`config.mk`:
```
export PLATFORM = sky130hd
export DESIGN_NAME = fl
export DESIGN_NICKNAME = d
export VERILOG_FILES = /design/src/rtl/fl_pkg.sv /design/src/rtl/fl.sv
export SDC_FILE = /design/constraint.sdc
export NUM_CORES = 1
export LEC_CHECK = 0
export BUFFER_PORTS_ARGS = -buffer_cell sky130_fd_sc_hd__buf_2
export CAP_MARGIN = 10
export CORE_MARGIN = 4
export CORE_UTILIZATION = 50
export DETAILED_ROUTE_END_ITERATION = 10
export HOLD_SLACK_MARGIN = 0.15
export PLACE_DENSITY_LB_ADDON = 0.1
export SYNTH_ARGS = -nofsm -noshare
export SYNTH_HDL_FRONTEND = slang
export SYNTH_SLANG_ARGS = --single-unit
```
`constraint.sdc`:
```
create_clock -name clock -period 8.9 [get_ports clock]
set_input_delay 1.78 -clock clock [delete_from_list [all_inputs] [get_ports clock]]
set_output_delay 1.78 -clock clock [all_outputs]
set_load 0.05 [all_outputs]
```
`src/rtl/fl_pkg.sv`:
```
// fl_pkg: shared sizing and tag types for the rename-stage free list.
package fl_pkg;
    localparam int PR_WIDTH             = 7;
    localparam int AR_NUM               = 32;
    localparam int FL_SIZE              = 32;
    localparam int FL_IDX_WIDTH         = $clog2(FL_SIZE);
    localparam int PR_NUM               = AR_NUM + FL_SIZE;
    localparam int VERILOG_CLOCK_PERIOD = 10;

    typedef logic [PR_WIDTH-1:0]     pr_tag_t;
    typedef logic [FL_IDX_WIDTH-1:0] fl_idx_t;
    typedef logic [FL_IDX_WIDTH:0]   fl_cnt_t;
endpackage

```
`src/rtl/fl.sv`:
```
// fl: 2-wide circular free list of physical register tags with
// retire-side commit pointer for rollback on ROB recovery.
module fl
    import fl_pkg::*;
(
    input  logic       clock,
    input  logic       reset,
    input  logic [1:0] rob_dispatch_num,
    input  logic [1:0] rob_retire_num,
    input  pr_tag_t    rob_told0,
    input  pr_tag_t    rob_told1,
    input  logic       rob_recover,
    output pr_tag_t    fl_pr0,
    output pr_tag_t    fl_pr1,
    output logic [1:0] fl_avail_num,
    output logic       fl_empty
);
    pr_tag_t    entry [FL_SIZE];
    fl_idx_t    head, tail, rhead;
    fl_cnt_t    count, next_count;
    logic [1:0] avail, disp, ret, n;

    function automatic fl_idx_t adv(input fl_idx_t p, input logic [1:0] k);
        return p + fl_idx_t'(k);
    endfunction

    always_comb begin
        avail      = count >= fl_cnt_t'(2) ? 2'd2 : count[1:0];
        disp       = rob_dispatch_num == 2'd3 ? 2'd2 : rob_dispatch_num;
        ret        = rob_retire_num == 2'd3 ? 2'd2 : rob_retire_num;
        n          = rob_recover ? 2'd0 : (disp > avail ? avail : disp);
        next_count = count - fl_cnt_t'(n) + fl_cnt_t'(ret);
    end

    // Recovery: committed state maps exactly AR_NUM tags, so every entry is free again
    always_ff @(posedge clock or posedge reset) begin
        if (reset) begin
            for (int i = 0; i < FL_SIZE; i++) entry[i] <= pr_tag_t'(AR_NUM + i);
            head  <= '0;
            tail  <= '0;
            rhead <= '0;
            count <= fl_cnt_t'(FL_SIZE);
        end else begin
            if (ret != 2'd0) entry[tail] <= rob_told0;
            if (ret == 2'd2) entry[adv(tail, 2'd1)] <= rob_told1;
            tail  <= adv(tail, ret);
            rhead <= adv(rhead, ret);
            head  <= rob_recover ? adv(rhead, ret) : adv(head, n);
            count <= rob_recover ? fl_cnt_t'(FL_SIZE) : next_count;
        end
    end

    assign fl_pr0       = entry[head];
    assign fl_pr1       = entry[adv(head, 2'd1)];
    assign fl_avail_num = avail;
    assign fl_empty     = count == '0;

    a_dispatch: assert property (@(posedge clock) disable iff (reset)
        rob_recover || (rob_dispatch_num != 2'd3 && rob_dispatch_num <= avail))
        else $error("fl: dispatch request exceeds available tags");

    a_overflow: assert property (@(posedge clock) disable iff (reset)
        rob_recover || next_count <= fl_cnt_t'(FL_SIZE))
        else $error("fl: retire overflows free list");
endmodule

```
==> flow_metrics.tcl, run 1 <==
set metrics [dict create \
    viasPerCell 6.37 \
    setup_viol 0 \
    drt_iter0_drc 1254 \
    drt_pass1_iterations 5 \
    area_growth_pct 6.54 \
    finalHoldViolations 0 \
    cts.sinks 245 \
    core_area_sq_um 32500 \
    async_reset_ff_share_pct 100 \
    dieArea_sq_um 35700 \
    fin_util_pct 53.8 \
    antenna_cells 0 \
    critPathCaptureType "primary output" \
    synth_area_leaders "dfrtp_1 20%, dfstp_2 18%, mux2i_1 17%" \
    grt_pass1_wl_mm 80.8 \
    syn_area_sq_um 16400 \
    rows 66 \
    num_io_pins 38 \
    ant_nets 0 \
    yosys.area.top_type "dfrtp_1" \
    whs_path_depth 1 \
    worstPathRequired_ps 7120 \
    postCtsSetupRepairBufs 0 \
    clk_path_buf_depth 3 \
    cts_tree "yes" \
    status "finished clean" \
    grt_pass1_vias 11700 \
    syn-instance-count 1513 \
    routedWlPerCell_um 28.0 \
    yosys_warnings 0 \
    avgSynthCellArea_sq_um 10.8 \
    vias 12200 \
    cts_hold_buf 0 \
    fin_tns_setup_ps 0 \
    synth_seq_area_share_pct 38.3 \
    overflow 0 \
    cts.clk_slew.worst_paths_ps 70 \
    initial_core_util_pct 50.5 \
    grt_use_total_pct 30.2 \
    fin_nets 1500 \
    grt_max_degree 136 \
    routed_wirelength_mm 53.8 \
    r2r_cells 16 \
    synth_common_cells "280 x mux2i_1, 204 x nor2_1, 193 x a21oi_1" \
    cp_max_fo 69 \
    place_ws_ps 3430 \
    io_buffers 37 \
    die_w_um 189 \
    hold_start "rhead[4]" \
    slew_headroom_pct 24.0 \
    r2r-end "count[4]" \
    rsz0062_at_grt "false" \
    cts_buffers 28 \
    r2r-start "count[5]" \
    synth_seq_cells 245 \
    worstSkewPairLatency_ps 570 \
    worstSetupPathType "flop to primary output" \
    cp.arrival_ps 4230 \
    worst_pin_slew_ps 1140 \
    drive_gt1_share_pct 24.0 \
    min_to "rhead[4]" \
    r2r_setup_slack_ps 5730 \
    min_path_type "flop to flop" \
    fp.dieH_um 189 \
    cts_root_buf "clkbuf_16" \
    pwr_density_cell_nw_per_um2 468 \
    fin_crit_ps 6010 \
    vdd_drop_max_v 0.000385 \
    yosysMostFrequentCell "mux2i_1" \
    synth_edf_count 0 \
    fin_skew_ps 15.6 \
    leakage_uw 0.00645 \
    fin_ws_ps 2890 \
    post-dp-hpwl_mm 35.0 \
    cp-start-kind "flop" \
    period_share_pct 67.5 \
    drc 0 \
    gp_congestion 0.982 \
    max_cap_viol_count 0 \
    antenna_found_initial 0 \
    synth_ff_type "dfrtp_1" \
    synthesis.nets 1558 \
    cts_resized 0 \
    max_clock_freq_mhz 166 \
    finalMaxSlewViolations 0 \
    htree_num_levels 1 \
    synth.distinct_cells 62 \
    yosysTopAreaCellShare_pct 20.2 \
]
## cell usage in the layout, fill, tap and decap left out, types with 8 or more instances in the layout
master	count
mux2i_1	280
nor2_1	204
a21oi_1	193
dfrtp_1	130
dfstp_2	113
mux4_2	98
nand2_1	72
o21ai_1	42
buf_2	37
clkbuf_16	29
nor3_4	24
nor2b_1	24
ha_1	18
clkbuf_1	14
nand3_1	13
buf_4	13
inv_1	11
nand2b_1	10
xnor2_1	10
mux2_2	10
a31oi_1	8
a211oi_1	8
## logic make-up (layout without fill, tap and decap cells)
family	after synthesis	count (layout)	share of synthesized area, %
compound gates	303	303	10.5
xor+xnor	14	14	0.794
fa+ha+maj	24	24	2.06
buf+inv	150	114	4.59
flops	245	245	38.3
mux	388	388	31.3
simple gates	389	389	12.5
## flip-flops by register name, summed over array words and instances, names as in the netlist
register and count:
head 5, tail 5, count 6, entry 224, rhead 5
## per-stage QoR
step / hold WS [ps] / total power [uW] / instances / instance area (sq um)
3_3_place_gp: 462 / 6900 / 1867 / 16600
2_1_floorplan: 444 / 5780 / 1513 / 16400
3_5_place_dp: 462 / 6950 / 1867 / 16600
5_1_grt: 507 / 8600 / 1919 / 17500
4_1_cts: 471 / 8140 / 1919 / 17500
6_report: 478 / 8160 / 1919 / 17500
## routing by layer
| layer | up-vias | share of wire [%] | routed length (um) | track usage (%) |
|---|---|---|---|---|
| met5 | - | 0 | 0 | 0 |
| li1 | 5409 | - | - | - |
| met3 | 95 | 8.5 | 4560 | 6.62 |
| met2 | 546 | 45 | 24000 | 45.7 |
| met4 | 0 | 2.9 | 1570 | 7.43 |
| met1 | 6174 | 44 | 23700 | 44.6 |
## layout make-up
cell class	count	area [sq um]
fillers	2888	15000
multi-input cells	1118	9380
flip-flops and latches	245	6280
clock buffers	46	820
well taps	442	553
repair buffers	50	283
clock inverters	6	83.8
inverters	12	52.6
## how the worst max path moves through the flow
| stage | depth (start not counted) | endpoint | slack (ps) | startpoint |
|---|---|---|---|---|
| after floorplan | 1 | count[0] | 580 | reset |
| after global placement | 6 | fl_pr1[2] | 3470 | head[0] |
| after detailed placement | 6 | fl_pr1[2] | 3430 | head[0] |
| after CTS | 6 | fl_pr1[2] | 2820 | head[0] |
| after global routing | 6 | fl_pr1[2] | 2580 | head[0] |
| final | 6 | fl_pr1[2] | 2890 | head[0] |
## critical path: stages (launching register included)
cell and delay (ps):
dfrtp_4 750, buf_4 840, nand2_2 100, a41oi_1 530
a221oi_1 220, a2111oi_1 790, buf_2 400
## power by group
group | switching (uW) | internal (uW) | total [uW]
clock | 476 | 683 | 1160
sequential | 798 | 1890 | 2690
combinational | 2350 | 1960 | 4310
total | 3630 | 4530 | 8160
Note: power is estimated with default switching activity, not from simulation.
==> run 2: changes to the inputs <==
Clock period 8.9 ns to 5.9 ns, I/O delays scaled along.
==> run 2 against run 1 <==
Against the previous run:
- first-iteration DRC count down 4.5%
- clock skew down 3.2 ps
- die area unchanged
- sequential share of layout area down 0.062 points
- sequential cell count unchanged
- utilization up 0.092 points
- non-clock buffer count up 1
- combinational power up 52%
- cell area up 0.17%
==> flow_metrics.tcl, run 2 (synthesis results as in run 1) <==
set metrics [dict create \
    htree_num_levels 1 \
    startpoint "head[1]" \
    worst_pin_slew_ps 1210 \
    worstSkewPairLatency_ps 560 \
    r2r_setup_slack_ps 2800 \
    worstSetupPathType "flop to primary output" \
    finalMaxSlewViolations 0 \
    fin_tns_setup_ps 0 \
    cts_tree "yes" \
    gp_congestion 0.963 \
    min_path_type "flop to flop" \
    drive_gt1_share_pct 24.4 \
    area_growth_pct 6.72 \
    r2r_cells 16 \
    register_area_sq_um 6280 \
    cp-endpoint "fl_pr1[4]" \
    antenna_cells 0 \
    cp_max_fo 37 \
    cp.arrival_ps 4160 \
    cts_resized 0 \
    slew_headroom_pct 19.3 \
    drt_pass1_iterations 6 \
    postCtsSetupRepairBufs 0 \
    grt_use_total_pct 28.4 \
    period_share_pct 90.5 \
    fin_nets 1501 \
    vdd_drop_max_v 0.000505 \
    overflow 0 \
    cp-start-kind "flop" \
    grt_pass1_wl_mm 77.1 \
    core_area_sq_um 32500 \
    io_buffers 37 \
    fp.dieH_um 189 \
    cts_buffers 28 \
    fin_crit_ps 5340 \
    critPathCaptureType "primary output" \
    num_io_pins 38 \
    multi_input_area_sq_um 9380 \
    mostFrequentLayoutCell "mux2i_1" \
    place_ws_ps 1240 \
    pwr_density_cell_nw_per_um2 704 \
    max_cap_viol_count 0 \
    setup_viol 0 \
    nFillCells 2882 \
    routedWlPerCell_um 26.7 \
    status "finished clean" \
    drc 0 \
    largest_reg_flops 224 \
    vias 12200 \
    fin_ws_ps 562 \
    finalHoldViolations 0 \
    reg_top3 "entry (224), count (6)" \
    clk_path_buf_depth 3 \
    initial_core_util_pct 50.5 \
    viasPerCell 6.34 \
    antenna_found_initial 1 \
    post-dp-hpwl_mm 33.6 \
    hold_start "rhead[4]" \
    r2r-end "count[4]" \
    leakage_uw 0.00646 \
    regMostFlops "entry" \
    cts.clk_slew.worst_paths_ps 60 \
    worstPathRequired_ps 4720 \
    max_clock_freq_mhz 187 \
    cts_hold_buf 0 \
    cts.sinks 245 \
    cts_root_buf "clkbuf_16" \
    die_w_um 189 \
    final_cell_mix "280 x mux2i_1, 204 x nor2_1, 193 x a21oi_1, 130 x dfrtp_1, 113 x dfstp_2" \
    dieArea_sq_um 35700 \
    grt_max_degree 158 \
    r2r-start "count[5]" \
    rsz0062_at_grt "false" \
    drt_iter0_drc 1197 \
    fin_skew_ps 12.5 \
    routed_wirelength_mm 51.2 \
    rows 66 \
    grt_pass1_vias 11500 \
    ant_nets 0 \
]
[run 2: area by class of cell]
cell class                      count  area share [%]
Tap cell                          442            3.16
Sequential cell                   245            35.9
Inverter                           12           0.279
Clock buffer                       46            4.92
Timing Repair Buffer               51            1.73
Multi-Input combinational cell   1118            53.7
Clock inverter                      6           0.329
[run 2: stage by stage]
stage          util, %  hold slack, ps  instances  total power [uW]  cell area [sq um]
2_1_floorplan        -             444       1513              8720              16400
3_3_place_gp      51.0             458       1868             10300              16600
3_5_place_dp      51.0             460       1868             10400              16600
4_1_cts           53.9             472       1920             12200              17500
5_1_grt           53.9             501       1920             12900              17500
6_report          53.9             469       1920             12300              17500
[run 2: where the power goes]
group          internal [uW]  leakage, uW  switching, uW
combinational           2970      0.00325           3610
clock                   1030     0.000449            728
sequential              2850      0.00276           1130
[run 2: worst min path at each step]
stage | cells past startpoint | endpoint
after floorplan | 1 | rhead[4]
after global placement | 1 | rhead[4]
after detailed placement | 1 | rhead[4]
after CTS | 1 | rhead[4]
after global routing | 1 | rhead[4]
final | 1 | rhead[4]
[run 2: routing by layer]
metal	vias to the layer above	global-route usage [%]	part of all wire [%]
li1	5416	-	-
met2	554	42.2	44
met3	85	5.51	8.8
met4	2	7.40	2.9
met1	6117	42.9	44
met5	-	0	0.020
[run 2: worst max-delay path, stage by stage (launching register included)]
cell       delay (ps)
dfrtp_4           820
ha_4              290
xor2_4            660
buf_4             390
mux2i_1           120
a2111oi_1         870
buf_2             410
